### src/rtl/hash_feed_pkg.sv
// Shared definitions for the hash message feeder and the digest-side collector.
// Latency: n/a (types and constants only).
// Backpressure: n/a.
//
// Holds the feeder FSM state encoding and the default sizing so both ends of the
// hash datapath agree on message geometry without duplicating constants.
package hash_feed_pkg;

    // Largest message, in bytes, that a single request may carry.
    localparam int HF_MAX_BYTES = 128;

    // Width of the message length field; must hold 0..HF_MAX_BYTES inclusive.
    localparam int HF_LEN_W = 8;

    // Feeder sequencing:
    //   IDLE     - waiting for a request, req_ready high
    //   START    - one-cycle start pulse to open the hash
    //   WAIT_RDY - hold until the hash core can take bytes
    //   SEND     - stream bytes, most significant captured byte first
    //   FINISH   - one-cycle finish pulse to close the hash
    //   WAIT_END - wait for the falling edge of the core's dout_end strobe
    typedef enum logic [2:0] {
        ST_IDLE     = 3'd0,
        ST_START    = 3'd1,
        ST_WAIT_RDY = 3'd2,
        ST_SEND     = 3'd3,
        ST_FINISH   = 3'd4,
        ST_WAIT_END = 3'd5
    } feed_state_e;

endpackage

### src/rtl/hash_msg_feeder.sv
// Feeds a captured message byte-by-byte into a hash core, framed by start/finish pulses.
// Latency: 2 cycles from request accept to first din_valid when din_ready is held high.
// Backpressure: din_ready low stalls the byte stream with din/din_end held; req_ready only in IDLE.
//
// Ports:
//   clk, rst             - single clock, synchronous active-high reset
//   req_valid/req_ready  - request handshake; msg and msg_len are captured on accept
//   msg, msg_len         - message (byte k at msg[8k+:8]) and its length in bytes
//   start, finish        - one-cycle pulses opening and closing the hash
//   din/din_valid/din_ready/din_end - byte stream to the hash core, byte len-1 first
//   dout_end             - end-of-digest strobe from the core; its falling edge completes a hash
//   busy, done, len_err  - status: not idle, completion pulse, sticky length saturation flag
//
// All outputs except req_ready come straight from flops. req_ready is a decode of the
// state register only, so it never depends combinationally on an input either.
module hash_msg_feeder
    import hash_feed_pkg::*;
#(
    parameter int MAX_BYTES = HF_MAX_BYTES,
    // Must be at least $clog2(MAX_BYTES+1) so MAX_BYTES itself is representable.
    parameter int LEN_W     = HF_LEN_W
) (
    input  logic                   clk,
    input  logic                   rst,
    input  logic                   req_valid,
    output logic                   req_ready,
    input  logic [8*MAX_BYTES-1:0] msg,
    input  logic [LEN_W-1:0]       msg_len,
    output logic                   start,
    output logic                   finish,
    output logic [7:0]             din,
    output logic                   din_valid,
    input  logic                   din_ready,
    output logic                   din_end,
    input  logic                   dout_end,
    output logic                   busy,
    output logic                   done,
    output logic                   len_err
);

    // Byte index width and the matching bit-offset width for the part-select.
    // Eight bits per byte means the bit offset is the byte index with three zero LSBs.
    localparam int IDX_W = (MAX_BYTES > 1) ? $clog2(MAX_BYTES) : 1;
    localparam int BIT_W = IDX_W + 3;

    localparam logic [LEN_W-1:0] MAX_LEN = LEN_W'(MAX_BYTES);
    localparam logic [LEN_W-1:0] ONE     = LEN_W'(1);
    localparam logic [LEN_W-1:0] TWO     = LEN_W'(2);

    feed_state_e            state_q,     state_d;
    logic [8*MAX_BYTES-1:0] msg_q,       msg_d;
    logic [LEN_W-1:0]       cnt_q,       cnt_d;
    logic [7:0]             din_q,       din_d;
    logic                   din_valid_q, din_valid_d;
    logic                   din_end_q,   din_end_d;
    logic                   start_q,     start_d;
    logic                   finish_q,    finish_d;
    logic                   busy_q,      busy_d;
    logic                   done_q,      done_d;
    logic                   len_err_q,   len_err_d;
    logic                   dout_end_q,  dout_end_d;

    // Byte to present next and its bit offset inside msg_q.
    logic [IDX_W-1:0]       byte_idx;
    logic [BIT_W-1:0]       bit_off;

    always_comb begin
        state_d     = state_q;
        msg_d       = msg_q;
        cnt_d       = cnt_q;
        din_d       = din_q;
        din_valid_d = din_valid_q;
        din_end_d   = din_end_q;
        start_d     = 1'b0;
        finish_d    = 1'b0;
        done_d      = 1'b0;
        len_err_d   = len_err_q;
        dout_end_d  = dout_end;
        byte_idx    = '0;
        bit_off     = '0;

        unique case (state_q)
            ST_IDLE: begin
                if (req_valid && req_ready) begin
                    msg_d = msg;
                    // Oversized requests are clamped rather than rejected; len_err
                    // records that the tail of the request was dropped.
                    if (msg_len > MAX_LEN) begin
                        cnt_d     = MAX_LEN;
                        len_err_d = 1'b1;
                    end else begin
                        cnt_d     = msg_len;
                        len_err_d = 1'b0;
                    end
                    start_d = 1'b1;
                    state_d = ST_START;
                end
            end

            ST_START: begin
                state_d = ST_WAIT_RDY;
            end

            ST_WAIT_RDY: begin
                if (din_ready) begin
                    if (cnt_q != '0) begin
                        // Preload the first byte (index cnt-1) so din is stable
                        // from the first cycle din_valid is high.
                        byte_idx    = IDX_W'(cnt_q - ONE);
                        bit_off     = {byte_idx, 3'b000};
                        din_d       = msg_q[bit_off +: 8];
                        din_valid_d = 1'b1;
                        din_end_d   = (cnt_q == ONE);
                        state_d     = ST_SEND;
                    end else begin
                        finish_d = 1'b1;
                        state_d  = ST_FINISH;
                    end
                end
            end

            ST_SEND: begin
                // Nothing moves unless the current byte is actually taken, which
                // keeps din/din_end frozen across any stall.
                if (din_ready) begin
                    cnt_d = cnt_q - ONE;
                    if (cnt_q == ONE) begin
                        din_valid_d = 1'b0;
                        din_end_d   = 1'b0;
                        din_d       = 8'h00;
                        finish_d    = 1'b1;
                        state_d     = ST_FINISH;
                    end else begin
                        // Next byte sits at index (cnt-1)-1 = cnt-2.
                        byte_idx  = IDX_W'(cnt_q - TWO);
                        bit_off   = {byte_idx, 3'b000};
                        din_d     = msg_q[bit_off +: 8];
                        din_end_d = (cnt_q == TWO);
                    end
                end
            end

            ST_FINISH: begin
                state_d = ST_WAIT_END;
            end

            ST_WAIT_END: begin
                // Only the falling edge of dout_end completes a hash, and only here;
                // edges seen in other states are discarded by construction.
                if (dout_end_q && !dout_end) begin
                    done_d  = 1'b1;
                    state_d = ST_IDLE;
                end
            end

            default: begin
                state_d = ST_IDLE;
            end
        endcase

        busy_d = (state_d != ST_IDLE);
    end

    // Control and output flops. Reset aborts any message in flight and leaves
    // every strobe low, so an interrupted hash never sees finish or done.
    always_ff @(posedge clk) begin
        if (rst) begin
            state_q     <= ST_IDLE;
            cnt_q       <= '0;
            din_q       <= 8'h00;
            din_valid_q <= 1'b0;
            din_end_q   <= 1'b0;
            start_q     <= 1'b0;
            finish_q    <= 1'b0;
            busy_q      <= 1'b0;
            done_q      <= 1'b0;
            len_err_q   <= 1'b0;
            dout_end_q  <= 1'b0;
        end else begin
            state_q     <= state_d;
            cnt_q       <= cnt_d;
            din_q       <= din_d;
            din_valid_q <= din_valid_d;
            din_end_q   <= din_end_d;
            start_q     <= start_d;
            finish_q    <= finish_d;
            busy_q      <= busy_d;
            done_q      <= done_d;
            len_err_q   <= len_err_d;
            dout_end_q  <= dout_end_d;
        end
    end

    // The message store is only read while cnt_q is nonzero, which reset clears,
    // so its contents need no reset.
    always_ff @(posedge clk) begin
        msg_q <= msg_d;
    end

    assign req_ready = (state_q == ST_IDLE);
    assign start     = start_q;
    assign finish    = finish_q;
    assign din       = din_q;
    assign din_valid = din_valid_q;
    assign din_end   = din_end_q;
    assign busy      = busy_q;
    assign done      = done_q;
    assign len_err   = len_err_q;

endmodule

### config.mk
export PLATFORM = sky130hd
export DESIGN_NAME = hash_msg_feeder
export DESIGN_NICKNAME = d
export VERILOG_FILES = /design/src/rtl/hash_feed_pkg.sv /design/src/rtl/hash_msg_feeder.sv
export SDC_FILE = /design/constraint.sdc
export NUM_CORES = 1
export LEC_CHECK = 0
export CORE_AREA = 2 2 404 406
export DETAILED_ROUTE_END_ITERATION = 6
export DIE_AREA = 0 0 406 408
export PLACE_DENSITY = 0.55
export RECOVER_POWER = 25
export SLEW_MARGIN = 10
export SYNTH_ARGS = -nofsm -noshare
export SYNTH_HDL_FRONTEND = slang
export SYNTH_SLANG_ARGS = --single-unit
### constraint.sdc
create_clock -name clk -period 40 [get_ports clk]
set_clock_uncertainty 0.2 [all_clocks]
set_input_delay 10 -clock clk [delete_from_list [all_inputs] [get_ports clk]]
set_output_delay 10 -clock clk [all_outputs]
set_load 0.02 [all_outputs]
# Word level (Yosys, flattened, before mapping)
# Cells that the tools add are included.
classes:
  addsub: 2
  order_cmp: 1
  eq_ne: 12
  n_shift: 2
  n_mux: 34
  n_bitwise: 2
  reduce_logical: 14
op_table:
  columns: ["operator", "n"]
  rows:
  - ["indexed part select 1024 x 11 -> 8 bit", 2]
  - ["two-way mux 8 bit", 7]
  - ["one-hot mux 8 bit (2 select lines)", 2]
  - ["two-way mux 3 bit", 6]
  - ["one-hot mux 3 bit (6 select lines)", 1]
  - ["two-way mux 1 bit", 15]
  - ["equality test 8 x 1 -> 1 bit (second input constant)", 1]
  - ["equality test 8 x 2 -> 1 bit (second input constant)", 1]
  - ["> comparator 8 bit (second input constant)", 1]
  - ["!= test 2 bit (second input constant)", 4]
  - ["nonzero test 8 bit", 1]
  - ["subtractor 8 x 1 -> 8 bit (second input constant)", 1]
  - ["subtractor 7 x 2 -> 7 bit (second input constant)", 1]
  - ["equality test 3 x 2 -> 1 bit (second input constant)", 2]
  - ["equality test 3 bit (second input constant)", 2]
  - ["one-hot mux 1 bit (2 select lines)", 3]
  - ["AND reduction 5 bit", 1]
  - ["AND reduction 4 bit", 1]
  - ["nonzero test 2 bit", 2]
  - ["OR reduction 2 bit", 2]
  - ["equality test 3 x 1 -> 1 bit (second input constant)", 1]
  - ["logical NOT 3 bit", 1]
  - ["AND reduction 3 bit", 1]
  - ["nonzero test 3 bit", 1]
  - ["other kinds (5)", 7]
totals:
  reg_bits: 1051
  in_bits: 1037
  out_inout_bits: 16
  wordCells: 79

# Longest topological paths before layout
logic_depth:
  word_depth: 5
  mapped_depth: 20

# Worst setup path after synthesis
# No wires, ideal clock.
synth_timing:
  path_type: "input to register"
  from: "in req_valid"
  to: "reg msg_q[0] (enable)"
  arrival_ns: 29.754
  setup_slack_ns: 8.688
  path_stages: 2
  path_buffers: 0
  cell_sequence: "nand2_1 inv_1"
synth_between:
  elab_chain_cells: 2
synth_rtl:
  columns: ["element", "line_no", "text"]
  rows:
  - ["start: declaration", "hash_msg_feeder.sv:25", "input logic req_valid,"]
  - ["logical AND 1 bit", "hash_msg_feeder.sv:84", "if (req_valid && req_ready) begin"]
  - ["AND reduction 2 bit (no source line)", null, null]
  - ["end signal: assignment", "hash_msg_feeder.sv:197", "msg_q <= msg_d;"]
  - ["end: declaration", "hash_msg_feeder.sv:51", "logic [8*MAX_BYTES-1:0] msg_q, msg_d;"]
# Every way passes these cells.
# A chain may end at the register's enable or synchronous reset.

# Final worst setup path
layout_timing:
  from: "in req_valid"
  to: "reg msg_q[7] (enable)"
# Same word-level chain as after synthesis.

==> impl_results.md <==
* Total CTS buffers at 119
* Detailed Route WL at 206.2 mm
* Hold Violations, Final at 0
* Grt met3 use at 6.227%
* Syn nets at 3523
* Core Area at 161700 um2
* Max-cap viol count at 0
* M2 GR Usage at 42.05%
* CTS resizes at 0
* Synthesized flop and latch total at 1051
* Crit Reg-Reg Startpoint: cnt_q[1]$_SDFFE_PP0P_
* Critical Path Source: req_valid
* Largest net degree at the start of global routing at 184
* Non-Filler Instances at 5881
* Die area at 165600 um2
* DIE WIDTH at 406 um
* TritonCTS clock tree: built
* Final period util at 36.92%
* H-Tree Depth at 3
* First-pass GRT wire length at 275.3 mm
* Syn. warnings at 0
* Tmin final at 14770 ps
* Post-CTS setup buffers at 0
* Critical Path End: msg_q[7]$_DFFE_PP_
* Post-detailed-route count of antenna-violating nets at 0
* Number of synthesized flops with an enable pin at 1024
* I/O Buffers at 1052
* Clk sink count at 1051
* Slew HR at 9.867%
* WL/cell at 35.07 um
* Synth Instances at 2480
* Pre-antenna DRT Iters at 5
* GR Overflow Total at 0
* HP Class: reg2reg
* Primary flip-flop cell chosen by synthesis mapping: edfxtp_1
* LEAKAGE at 0.02119 uW
* Slew Viols, Final at 0
* Outcome: complete, no violations
* Hold_buf cts at 0
* Worst-path fanout max at 150
* Fmax achieved at 67.72 MHz
* I/O pin total at 1053
* Total global-route track usage at 24.42%
* Synth unique cells at 71
* Type of the worst setup path: in2reg
* Initial DRC count at 3207
* R2r endpoint: din[0]$_SDFFE_PP0P_
* Vias per inst at 5.385
* Critical Path Sink Type: register
* DRC Markers at 0
* Clock-pin slew on the worst setup and hold paths at 60 ps
* Share of layout cells above drive strength 1 at 22.52%
* Slew of the pin with the lowest slew margin at 1345 ps
* Post-Syn Area per Cell at 19.77 um2
* CTS Root Cell: clkbuf_16
* Sequential fraction of the synthesis area at 63.81%
* Vias in the first global route at 32610
* Async SR Flop Fraction at 0%
* Clock Path Buffers at 3
* WP data arrival at 14920 ps
* Required time of the critical path at 40150 ps
* Power Density at 76.97 nW/um2
* Reg2reg setup slack at 33590 ps
* Layout area overhead at 34.42%
* Worst Setup Start Kind: input port
* Cell Rows at 148
* Vias at 31670
* Peak supply drop at 53.17 uV
* Synth area leaders: edfxtp_1 63%, mux4_2 25%, mux2i_1 1.5%, nand2_1 1.4%, dfxtp_1 1.1%
* Placed cell count at 5578
* RSZ-0062 raised after global routing: no
* Chip height at 408 um
* Initial Util at 30.33%
* Post-synthesis cell area at 49030 um2
* Met1 GRT Util at 29.53%
* Most instantiated cells after synthesis: 1024 x edfxtp_1, 536 x mux4_2, 178 x nand2_1
* Clk_lat worst skew at 780 ps
* Final nets at 4567
* Number of fill cells in the layout at 14610
* Yosys top cell by area: edfxtp_1
* Final Wtd Congestion at 0.8638
* Initial antenna violation count at 181
* Power Total at 5073 uW
* Area share of the largest cell type after synthesis at 62.71%
* Final Setup Violations at 0
* GR peak layer: met2
* Dpl hpwl at 155.9 mm
* Worst-case reg-to-reg path depth at 11
* Top-count cell post-synth: edfxtp_1
* Setup tns final at 0 ps
worst max-delay path, stage by stage:
cell and delay [ps]:
clkdlybuf4s50_1 490, nand2_1 200, inv_8 560, buf_4 910, buf_12 630, buf_4 790, buf_4 850
power by group:
| group | internal [uW] | switching [uW] |
|---|---|---|
| registers | 1600 | 165 |
| logic | 874 | 1340 |
| clock network | 624 | 475 |
| total | 3090 | 1980 |
layer usage:
layer  up-vias  wire [um]
li1      12940          -
met1     16690      78030
met2      1561     104700
met3       425      16390
met4        60       6786
met5         -        368
area by class of cell:
type                       count  area (um2)  area share (%)
sequential                  1051       31300           47.48
clock buffer                 141        3060           4.643
tap                         2175        2721           4.129
antenna                       82       205.2          0.3113
clock inverter                80       823.3           1.249
timing repair buffer        1113       11040           16.75
inverter                       7       36.28         0.05505
multi-input combinational   1232       16730           25.38
state kept, by name (all words and copies together), names as in the netlist:
signal / cells
msg_q: 1024
finish: 1
start: 1
busy: 1
dout_end_q: 1
len_err: 1
done: 1
state_q: 3
din_end: 1
cnt_q: 8
din: 8
din_valid: 1
per-stage QoR:
| step | hold slack [ps] | worst slack (ps) | area, um2 | utilization, % |
|---|---|---|---|---|
| final | 285.1 | 25230 | 65910 | 40.77 |
| after global placement | 259.3 | 24590 | 61820 | 38.24 |
| after global routing | 315.1 | 24930 | 65810 | 40.71 |
| after detailed placement | 273.0 | 24490 | 61820 | 38.24 |
| after CTS | 283.5 | 25310 | 65710 | 40.64 |
| after floorplan | 280.9 | 8688 | 49030 | - |
worst min path at each step:
stage                                       end  depth (start not counted)                   from  slack [ps]
after CTS                  din_end$_SDFFE_PP0P_                          2   din_end$_SDFFE_PP0P_         280
after global routing       din_end$_SDFFE_PP0P_                          2   din_end$_SDFFE_PP0P_         320
after detailed placement   din_end$_SDFFE_PP0P_                          2   din_end$_SDFFE_PP0P_         270
after floorplan           cnt_q[7]$_SDFFE_PP0P_                          2  cnt_q[7]$_SDFFE_PP0P_         280
final                      din_end$_SDFFE_PP0P_                          2   din_end$_SDFFE_PP0P_         290
after global placement     din_end$_SDFFE_PP0P_                          2   din_end$_SDFFE_PP0P_         260
cell families (layout without fill, tap and decap cells):
kind of cell | Yosys count | count (layout) | synth area share (%)
buffers and inverters | 197 | 1341 | 2.429
multiplexers | 626 | 626 | 26.55
AO/OA/AOI/OAI | 200 | 200 | 3.021
XOR/XNOR | 11 | 11 | 0.2118
flip-flops | 1051 | 1051 | 63.81
adder cells (fa/ha/maj) | 6 | 6 | 0.1531
other | 0 | 82 | 0
AND/OR/NAND/NOR | 389 | 389 | 3.817
layout by cell type, fill, tap and decap left out, drive strengths merged, types with 11 or more instances in the layout:
cell,n
nand2,179
a221oi,11
nor3,12
mux4,538
clkbuf,141
a21oi,27
nand4,19
bufinv,12
clkdlybuf4s50,530
dfxtp,27
and3,39
clkinv,58
a311oi,18
buf,61
o21ai,26
mux2i,74
nor2,46
mux2,14
nand3,44
diode,82
a2111oi,16
edfxtp,1024
o22ai,12
dlygate4sd3,522
a32oi,29
Power figures use the tool's default switching activity.
